## src/rtl/cfg_loader_pkg.sv

```systemverilog
// Shared types and constants for the fabric configuration loader.
// The build macro CFG_LOADER_CHECKSUM_EN is consumed by cfg_loader_ctrl.
package cfg_loader_pkg;

    // Width of the bits_shifted counter.
    localparam int BITS_W = 32;

    typedef enum logic [2:0] {
        ST_IDLE   = 3'd0,
        ST_SHIFT  = 3'd1,
        ST_DONE   = 3'd2,
        ST_SETTLE = 3'd3,
        ST_READY  = 3'd4,
        ST_ERROR  = 3'd5
    } state_t;

    // Number of chain chunks carried by one bitstream word.
    function automatic int chunks_per_word(input int word_w, input int cfg_w);
        return word_w / cfg_w;
    endfunction

endpackage

```

## src/rtl/cfg_word_serializer.sv

```systemverilog
// Word buffer that breaks bitstream words into chain chunks, LSB first.
// Accepts a new word in the same cycle the last chunk leaves the buffer.
module cfg_word_serializer
    import cfg_loader_pkg::*;
#(
    parameter int WORD_WIDTH = 16,
    parameter int CFG_WIDTH  = 1
) (
    input  logic                  clk,
    input  logic                  reset,
    input  logic                  active,
    input  logic                  last,
    input  logic                  word_valid,
    input  logic [WORD_WIDTH-1:0] word_data,
    output logic                  word_ready,
    output logic                  word_take,
    output logic                  cfg_e,
    output logic [CFG_WIDTH-1:0]  cfg_i
);

    localparam int CHUNKS = chunks_per_word(WORD_WIDTH, CFG_WIDTH);
    localparam int CNT_W  = $clog2(CHUNKS + 1);
    localparam logic [CNT_W-1:0] CNT_FULL = CNT_W'(CHUNKS);
    localparam logic [CNT_W-1:0] CNT_ONE  = CNT_W'(1);

    logic [WORD_WIDTH-1:0] buf_q;
    logic [CNT_W-1:0]      cnt_q;

    assign cfg_e      = active && (cnt_q != '0);
    assign cfg_i      = buf_q[CFG_WIDTH-1:0];
    assign word_ready = active && !last &&
                        ((cnt_q == '0) || ((cnt_q == CNT_ONE) && cfg_e));
    assign word_take  = word_ready && word_valid;

    // Load on accept, otherwise drain one chunk per enabled cycle.
    always_ff @(posedge clk) begin
        if (reset || !active || last) begin
            buf_q <= '0;
            cnt_q <= '0;
        end else if (word_take) begin
            buf_q <= word_data;
            cnt_q <= CNT_FULL;
        end else if (cfg_e) begin
            buf_q <= buf_q >> CFG_WIDTH;
            cnt_q <= cnt_q - CNT_ONE;
        end
    end

endmodule

```

## src/rtl/cfg_loader_ctrl.sv

```systemverilog
// Configuration chain loader: serializes the bitstream, then settles user reset.
// Define CFG_LOADER_CHECKSUM_EN to require a trailing XOR checksum word.
module cfg_loader_ctrl
    import cfg_loader_pkg::*;
#(
    parameter int WORD_WIDTH    = 16,
    parameter int CFG_WIDTH     = 1,
    parameter int TOTAL_BITS    = 115,
    parameter int STABLE_CYCLES = 4
) (
    input  logic                  clk,
    input  logic                  reset,
    input  logic                  start,
    input  logic                  word_valid,
    input  logic [WORD_WIDTH-1:0] word_data,
    output logic                  word_ready,
    output logic                  cfg_e,
    output logic [CFG_WIDTH-1:0]  cfg_i,
    output logic                  user_reset,
    output logic                  busy,
    output logic                  ready,
    output logic                  error,
    output logic [BITS_W-1:0]     bits_shifted
);

    localparam logic [BITS_W-1:0] STEP  = BITS_W'(CFG_WIDTH);
    localparam logic [BITS_W-1:0] TOTAL = BITS_W'(TOTAL_BITS);
    localparam int SET_W = (STABLE_CYCLES > 1) ? $clog2(STABLE_CYCLES) : 1;
    localparam logic [SET_W-1:0] SET_LAST = SET_W'(STABLE_CYCLES - 1);
    localparam logic [SET_W-1:0] SET_ONE  = SET_W'(1);

    state_t              state_q, state_d;
    logic [BITS_W-1:0]   bits_q;
    logic [SET_W-1:0]    settle_q;
    logic                active, last, start_go;
    logic                ser_ready, word_take;
    logic                chk_take, chk_ok;

    assign active       = (state_q == ST_SHIFT);
    assign last         = cfg_e && ((bits_q + STEP) >= TOTAL);
    assign start_go     = start && ((state_q == ST_IDLE) || (state_q == ST_READY));
    assign bits_shifted = bits_q;

    cfg_word_serializer #(
        .WORD_WIDTH (WORD_WIDTH),
        .CFG_WIDTH  (CFG_WIDTH)
    ) u_ser (
        .clk        (clk),
        .reset      (reset),
        .active     (active),
        .last       (last),
        .word_valid (word_valid),
        .word_data  (word_data),
        .word_ready (ser_ready),
        .word_take  (word_take),
        .cfg_e      (cfg_e),
        .cfg_i      (cfg_i)
    );

`ifdef CFG_LOADER_CHECKSUM_EN
    logic [WORD_WIDTH-1:0] csum_q;

    assign chk_take   = (state_q == ST_DONE) && word_valid;
    assign chk_ok     = (word_data == csum_q);
    assign word_ready = ser_ready || (state_q == ST_DONE);
    assign error      = (state_q == ST_ERROR);

    // Running XOR of every word the serializer accepts in this load.
    always_ff @(posedge clk) begin
        if (reset || start_go) begin
            csum_q <= '0;
        end else if (word_take) begin
            csum_q <= csum_q ^ word_data;
        end
    end
`else
    assign chk_take   = 1'b1;
    assign chk_ok     = 1'b1;
    assign word_ready = ser_ready;
    assign error      = 1'b0;
`endif

    // State register.
    always_ff @(posedge clk) begin
        if (reset) begin
            state_q <= ST_IDLE;
        end else begin
            state_q <= state_d;
        end
    end

    // Count chain bits; cleared when a new load begins.
    always_ff @(posedge clk) begin
        if (reset || start_go) begin
            bits_q <= '0;
        end else if (cfg_e) begin
            bits_q <= bits_q + STEP;
        end
    end

    // Settle timer runs only while in SETTLE.
    always_ff @(posedge clk) begin
        if (reset || (state_q != ST_SETTLE)) begin
            settle_q <= '0;
        end else begin
            settle_q <= settle_q + SET_ONE;
        end
    end

    // Next-state and status outputs.
    always_comb begin
        state_d    = state_q;
        user_reset = 1'b1;
        busy       = 1'b0;
        ready      = 1'b0;
        unique case (state_q)
            ST_IDLE: begin
                if (start) state_d = ST_SHIFT;
            end
            ST_SHIFT: begin
                busy = 1'b1;
                if (last) state_d = ST_DONE;
            end
            ST_DONE: begin
                busy = 1'b1;
                if (chk_take) state_d = chk_ok ? ST_SETTLE : ST_ERROR;
            end
            ST_SETTLE: begin
                busy = 1'b1;
                if (settle_q == SET_LAST) state_d = ST_READY;
            end
            ST_READY: begin
                user_reset = 1'b0;
                ready      = 1'b1;
                if (start) state_d = ST_SHIFT;
            end
            ST_ERROR: begin
                state_d = ST_ERROR;
            end
            default: begin
                state_d = ST_IDLE;
            end
        endcase
    end

endmodule

```

## config.mk

```make
export PLATFORM = sky130hd
export DESIGN_NAME = cfg_loader_ctrl
export DESIGN_NICKNAME = d
export VERILOG_FILES = /design/src/rtl/cfg_loader_pkg.sv /design/src/rtl/cfg_word_serializer.sv /design/src/rtl/cfg_loader_ctrl.sv
export SDC_FILE = /design/constraint.sdc
export NUM_CORES = 1
export LEC_CHECK = 0
export ABC_AREA = 1
export CAP_MARGIN = 0
export CORE_MARGIN = 10
export CORE_UTILIZATION = 54
export DETAILED_ROUTE_END_ITERATION = 7
export GPL_TIMING_DRIVEN = 0
export PLACE_DENSITY = 0.8
export SKIP_CTS_REPAIR_TIMING = 1
export SYNTH_ARGS = -nofsm -noshare
export SYNTH_HDL_FRONTEND = slang
export SYNTH_SLANG_ARGS = --single-unit
```

## constraint.sdc

```tcl
create_clock -name clk -period 2.65 [get_ports clk]
set_input_delay 0.53 -clock clk [delete_from_list [all_inputs] [get_ports clk]]
set_output_delay 0.53 -clock clk [all_outputs]
set_load 0.005 [all_outputs]
```

==> out/qor.csv, run 1 <==
stage;metric;value;unit
worst_setup_path;Arr. time, crit path;2.56;ns
route;drc violations;0;
worst_setup_path;worst r2r dst;u_ser.buf_q[7]$_SDFFE_PP0P_;
sta;Sum Neg Setup Slack;-0.850;ns
synthesis;XOR/XNOR Fraction of Synth Area;1.63;%
final_layout;most common cell after layout, fill and taps aside;nand2_1;
place;dpl cell area;4410;sq um
synthesis;Net Count, Synth;633;
sta;Max Freq;0.323;GHz
place;dpl cells;744;
synthesis;mux share of post-synthesis cell area;0;%
synthesis;Cells after Synth;608;
hold_path;Hold Path Class;flop to flop;
worst_setup_path;CP max stage delay;0.39;ns
worst_setup_path;Worst path top cell family by delay;simple AND/OR/NAND/NOR gates;
sta;max-slew violation count;0;
clock_network;Clock Tree Root;clkbuf_8;
sta;RSZ-0062 raised after global routing;true;
worst_setup_path;crit-path cells;ha_4 -> nand2_4 -> nor2_4 -> nand2_4 -> nor2_4 -> nand2_1 -> nand2_1 -> nand2_1 -> nor2_1 -> nand2_1 -> nor2_2 -> nand3_2 -> nand2_4 -> nand2_4 -> a21oi_4 -> buf_2;
sta;Clock Skew;0.00860;ns
worst_setup_path;crit-path max FO;6;
global_route;initial antenna violation count;0;
route;Initial DRC Count;165;
synthesis;sequential area share after synthesis;30.9;%
final_layout;n_diodes;0;
final_layout;Layout area overhead;30.9;%
synthesis;post-synthesis compound-gate area fraction;14.0;%
synthesis;YS warnings;0;
worst_setup_path;R2R depth;18;
route;Post-Route WL;10.7;mm
power_and_ir_drop;Overall Power;2.20;mW
sta;worst-margin pin slew;0.536;ns
power_and_ir_drop;Pleak;2.16;nW
worst_setup_path;reg2reg setup slack;-0.06;ns
worst_setup_path;slowest library cell on the worst path;dfxtp_4;
clock_network;CTS tree;yes;
route;Final ANT Viol Nets;0;
sta;final hold violation count;0;
hold_path;Hold Crit Depth;1;
clock_network;clk sinks;58;
floorplan;row count;30;
place;pre-CTS WS;-0.738;ns
route;Via Count;4106;
floorplan;chip height;103;um
sta;endpoints failing setup;12;
sta;part of the cycle the worst path needs;117;%
final_layout;share of layout cells above drive strength 1;13.9;%
synthesis;Post-Synth Adder-Cell Area;1.67;%
place;DP Wirelength;7.69;mm
sta;min Tclk post-route;3.09;ns
final_layout;design area;4910;sq um
floorplan;IO Pins;59;
worst_setup_path;RR Startpoint;bits_shifted[1]$_SDFFE_PP0P_;
sta;WHS;0.426;ns
sta;setup ws final;-0.444;ns
floorplan;DIE AREA;10700;sq um
clock_network;H-tree depth;3;
global_route;total global-route track usage;19.1;%
clock_network;clock-pin slew on the worst setup and hold paths;0.07;ns
synthesis;synth unique cells;36;
synthesis;main combinational cell family by area after synthesis;simple AND/OR/NAND/NOR gates;
floorplan;Die W;103;um
final_layout;fin cells;779;
global_route;first-pass GRT wire length;16.3;mm
route;vias per inst;5.27;
synthesis;Simple-Gate Fraction of Synth Area;40.2;%
synthesis;flops & latches, synth;58;
worst_setup_path;critical path required time;2.12;ns
synthesis;Syn Area/Cell;6.17;sq um
worst_setup_path;CP Class;flop to output pin;
synthesis;Synth Cell Area;3750;sq um
clock_network;Max Buffers Root-to-Sink;2;
global_route;vias in the first global route;3698;
floorplan;Starting Density;55.5;%
clock_network;CTS buffer count;9;
hold_path;Hold Startpoint;settle_q[0]$_SDFF_PP0_;
floorplan;Core ar.;6760;sq um
hold_path;Hold EP;settle_q[0]$_SDFF_PP0_;
global_route;total grt overflow;0;
status;violated checks;setup timing;
clock_network;clk_lat worst skew;0.35;ns
worst_setup_path;Worst setup SP type;flop;
final_layout;post-layout util;72.7;%
sta;Worst slew margin;64.3;%
global_route;largest net degree at the start of global routing;11;
place;gpl congestion;0.952;
worst_setup_path;worst path bufs/invs;1;
route;post-detailed-route wirelength per cell;13.7;um
job;max cap viols;0;
final_layout;nets@finish;719;
worst_setup_path;CP endpoint kind;output pin;
final_layout;most frequent cells in the layout;188 x nand2_1, 87 x inv_1, 73 x nor2_1, 55 x clkdlybuf4s50_1, 51 x dfxtp_1;
status;status;finished with violations;
power_and_ir_drop;pwr dens;448;nW/um^2
place;count of input and output buffers;56;
route;DR pass1 iterations;5;
power_and_ir_drop;peak supply drop;381;uV
-- state kept, by name, indices dropped and copies added (netlist names) --
register and count:
settle_q 2, state_q 3, bits_shifted 32, u_ser.buf_q 16, u_ser.cnt_q 5
-- cell families (layout without fill, tap and decap cells) --
kind of cell,after synthesis,after routing
flip-flops,58,58
AO/OA/AOI/OAI,90,90
adder cells (fa/ha/maj),5,5
AND/OR/NAND/NOR,339,339
buffers and inverters,108,199
other,1,1
XOR/XNOR,7,7
-- synth_stat cells --
cell / number / share of area (%)
nand2_1: 191 / 19
inv_1: 87 / 8.7
nor2_1: 77 / 7.7
dfxtp_1: 58 / 31
o21ai_0: 35 / 4.7
a21oi_1: 33 / 4.4
nand3_1: 24 / 3.2
nand4_1: 18 / 3.0
a21oi_2: 12 / 2.8
clkbuf_1: 12 / 1.2
nor2_4: 7 / 2.1
xor2_1: 7 / 1.6
ha_1: 5 / 1.7
nand3b_1: 5 / 1.0
nand2_2: 4 / 0.67
nand2_4: 3 / 0.90
nor2_2: 3 / 0.50
o211ai_1: 3 / 0.60
o21ai_1: 3 / 0.40
buf_4: 2 / 0.40
buf_6: 2 / 0.60
inv_2: 2 / 0.20
nor3_1: 2 / 0.27
a211oi_1: 1 / 0.20
a211oi_2: 1 / 0.33
a21oi_4: 1 / 0.43
a31oi_1: 1 / 0.17
buf_1: 1 / 0.10
buf_2: 1 / 0.13
clkinv_1: 1 / 0.10
conb_1: 1 / 0.10
nand3_2: 1 / 0.27
nand4_4: 1 / 0.57
nor3_4: 1 / 0.43
nor3b_2: 1 / 0.33
or2_2: 1 / 0.17
-- worst max path at each step --
stage / cells past startpoint / startpoint / slack (ns) / endpoint
3_5_place_dp: 16 / bits_shifted[1]$_SDFFE_PP0P_ / -0.74 / word_ready
4_1_cts: 16 / bits_shifted[1]$_SDFFE_PP0P_ / -1.12 / word_ready
3_3_place_gp: 16 / bits_shifted[1]$_SDFFE_PP0P_ / -0.71 / word_ready
5_1_grt: 16 / bits_shifted[1]$_SDFFE_PP0P_ / -0.60 / word_ready
6_report: 16 / bits_shifted[1]$_SDFFE_PP0P_ / -0.44 / word_ready
2_1_floorplan: 15 / bits_shifted[1]$_SDFFE_PP0P_ / 0.18 / word_ready
-- area by class of cell --
cell class | count | area [sq um]
plain buffers | 18 | 111
clock buffers | 10 | 128
clock inverters | 6 | 57.6
fillers | 562 | 1840
inverters | 90 | 348
multi-input cells | 442 | 2260
flip-flops and latches | 58 | 1170
well taps | 80 | 100
repair buffers | 75 | 731
-- power by group --
group	switching, mW	total, mW	internal [mW]
registers	0.0223	0.915	0.892
logic	0.264	0.480	0.215
clock network	0.378	0.805	0.427
-- per-layer routing --
layer	wire [um]	track usage (%)	share of wire (%)	up-vias
li1	-	-	-	2078
met1	4540	22.6	43	1887
met4	214	8.56	2.0	0
met5	0	0	0	-
met2	5220	32.3	49	118
met3	681	4.32	6.4	23
Power figures use the tool's default switching activity.
==> inputs of run 2 (changes only) <==
--- a/config.mk
+++ b/config.mk
@@ -7,11 +7,13 @@
 export LEC_CHECK = 0
 export ABC_AREA = 1
 export CAP_MARGIN = 0
+export CELL_PAD_IN_SITES_DETAIL_PLACEMENT = 0
+export CELL_PAD_IN_SITES_GLOBAL_PLACEMENT = 1
 export CORE_MARGIN = 10
-export CORE_UTILIZATION = 54
+export CORE_UTILIZATION = 38
 export DETAILED_ROUTE_END_ITERATION = 7
 export GPL_TIMING_DRIVEN = 0
-export PLACE_DENSITY = 0.8
+export PLACE_DENSITY_LB_ADDON = 0.1
 export SKIP_CTS_REPAIR_TIMING = 1
 export SYNTH_ARGS = -nofsm -noshare
 export SYNTH_HDL_FRONTEND = slang
==> out/qor.csv, run 2 (synthesized netlist as in run 1, its figures left out) <==
stage;metric;value;unit;change
global_route;initial antenna violation count;0;;unchanged
final_layout;share of layout cells above drive strength 1;18.5;%;+4.6 points
clock_network;H-tree depth;3;;unchanged
global_route;total grt overflow;0;;unchanged
floorplan;row count;36;;+20%
floorplan;Die W;119;um;+15%
worst_setup_path;CP endpoint kind;output pin;;
global_route;largest net degree at the start of global routing;11;;unchanged
floorplan;DIE AREA;14200;sq um;+33%
global_route;first-pass GRT wire length;17.4;mm;+6.6%
sta;RSZ-0062 raised after global routing;true;;
sta;Clock Skew;0.0106;ns;+0.00198 ns
sta;min Tclk post-route;3.07;ns;-0.0263 ns
final_layout;nets@finish;729;;+1.4%
worst_setup_path;crit-path cells;ha_4 -> nand2_2 -> nor2_4 -> buf_6 -> nand2_2 -> o21ai_1 -> nand2_1 -> nor2_1 -> nand3_1 -> nor2_2 -> nand3_2 -> nand2_4 -> nand2_4 -> a21oi_4 -> buf_2;;
route;Via Count;3940;;-4.0%
route;Initial DRC Count;181;;+9.7%
place;count of input and output buffers;56;;unchanged
clock_network;Max Buffers Root-to-Sink;2;;unchanged
sta;Worst slew margin;61.2;%;-3.1 points
clock_network;clock-pin slew on the worst setup and hold paths;0.06;ns;about the same
worst_setup_path;CP max stage delay;0.38;ns;about the same
sta;Max Freq;0.326;GHz;+0.86%
final_layout;Layout area overhead;37.1;%;
sta;max-slew violation count;0;;unchanged
hold_path;Hold Path Class;flop to flop;;
worst_setup_path;Arr. time, crit path;2.54;ns;-0.02 ns
clock_network;CTS buffer count;9;;unchanged
worst_setup_path;critical path required time;2.12;ns;about the same
power_and_ir_drop;Pleak;2.25;nW;+3.8%
final_layout;most frequent cells in the layout;182 x nand2_1, 85 x inv_1, 67 x nor2_1, 54 x clkdlybuf4s50_1, 41 x dfxtp_1;;
place;DP Wirelength;8.12;mm;+5.6%
clock_network;clk_lat worst skew;0.34;ns;about the same
clock_network;CTS tree;yes;;
route;Final ANT Viol Nets;0;;unchanged
sta;WHS;0.415;ns;-0.0106 ns
final_layout;n_diodes;0;;unchanged
sta;final hold violation count;0;;unchanged
sta;worst-margin pin slew;0.581;ns;+0.0458 ns
clock_network;Clock Tree Root;clkbuf_8;;
route;Post-Route WL;11.1;mm;+3.9%
worst_setup_path;crit-path max FO;6;;unchanged
sta;setup ws final;-0.418;ns;+0.0263 ns
status;violated checks;setup timing;;
route;vias per inst;4.68;;-11%
worst_setup_path;Worst path top cell family by delay;simple AND/OR/NAND/NOR gates;;
worst_setup_path;Worst setup SP type;flop;;
power_and_ir_drop;pwr dens;452;nW/um^2;+0.98%
place;dpl cell area;4480;sq um;+1.5%
route;DR pass1 iterations;4;;-1
worst_setup_path;CP Class;flop to output pin;;
job;max cap viols;0;;unchanged
clock_network;clk sinks;58;;unchanged
place;gpl congestion;0.860;;-9.6%
final_layout;design area;5150;sq um;+4.8%
floorplan;chip height;119;um;+15%
floorplan;Starting Density;38.7;%;-17 points
route;post-detailed-route wirelength per cell;13.1;um;-3.9%
global_route;total global-route track usage;14.9;%;-4.2 points
status;status;finished with violations;;
route;drc violations;0;;unchanged
worst_setup_path;slowest library cell on the worst path;dfxtp_4;;
floorplan;Core ar.;9680;sq um;+43%
sta;part of the cycle the worst path needs;116;%;-0.99 points
power_and_ir_drop;peak supply drop;235;uV;-38%
final_layout;Largest register FFs;32;;unchanged
final_layout;most common cell after layout, fill and taps aside;nand2_1;;
worst_setup_path;worst path bufs/invs;2;;+1
global_route;vias in the first global route;3666;;-0.87%
sta;endpoints failing setup;15;;+3
floorplan;IO Pins;59;;unchanged
-- run 2: worst reg2reg max path, delay by kind of cell (launching register included) --
| family | cells | cell delay [ns] |
|---|---|---|
| compound gates | 2 | 0.24 |
| fa+ha+maj | 1 | 0.15 |
| buf+inv | 4 | 0.58 |
| flops | 1 | 0.38 |
| simple gates | 11 | 1.29 |
-- run 2: worst paths after layout --
path                                     start  slack [ns]  cells after the start                           end
setup / recovery  bits_shifted[1]$_SDFFE_PP0P_       -0.42                     15                    word_ready
setup reg to reg  bits_shifted[1]$_SDFFE_PP0P_       -0.06                     18  u_ser.buf_q[15]$_SDFFE_PP0P_
hold reg to reg         settle_q[0]$_SDFF_PP0_        0.42                      1        settle_q[0]$_SDFF_PP0_
hold / removal          settle_q[0]$_SDFF_PP0_        0.42                      1        settle_q[0]$_SDFF_PP0_
-- run 2: final cells by class --
cell class                 count  area (sq um)
multi-input combinational    442          2300
timing repair buffer          85           812
inverter                      90           350
tap                          133           166
buffer                        18           111
fill                        1006          4540
clock buffer                  11           141
clock inverter                 5          77.6
sequential                    58          1190
-- run 2: per-layer routing --
| metal | vias up | track usage [%] | share of wire (%) | wire, um |
|---|---|---|---|---|
| li1 | 2104 | - | - | - |
| met1 | 1776 | 18.0 | 46 | 5090 |
| met2 | 49 | 25.1 | 49 | 5420 |
| met3 | 11 | 3.35 | 3.6 | 396 |
| met4 | 0 | 5.58 | 1.5 | 161 |
| met5 | - | 0 | 0 | 0 |
-- run 2: power breakdown --
group / switching, mW / leakage (nW) / internal, mW
clock: 0.384 / 0.109 / 0.552
sequential: 0.0220 / 0.478 / 0.891
combinational: 0.261 / 1.66 / 0.216
total: 0.667 / 2.25 / 1.66
-- run 2: per-stage QoR --
step | power, mW | worst slack [ns] | utilization [%] | TNS [ns] | instances
after floorplan | 1.18 | 0.177 | - | 0 | 608
after global placement | 1.32 | -0.784 | 46.3 | -3.59 | 797
after detailed placement | 1.32 | -0.778 | 46.3 | -3.66 | 797
after CTS | 2.26 | -1.17 | 48.5 | -3.89 | 813
after global routing | 2.43 | -0.558 | 53.1 | -3.93 | 842
final | 2.33 | -0.418 | 53.1 | -0.880 | 842
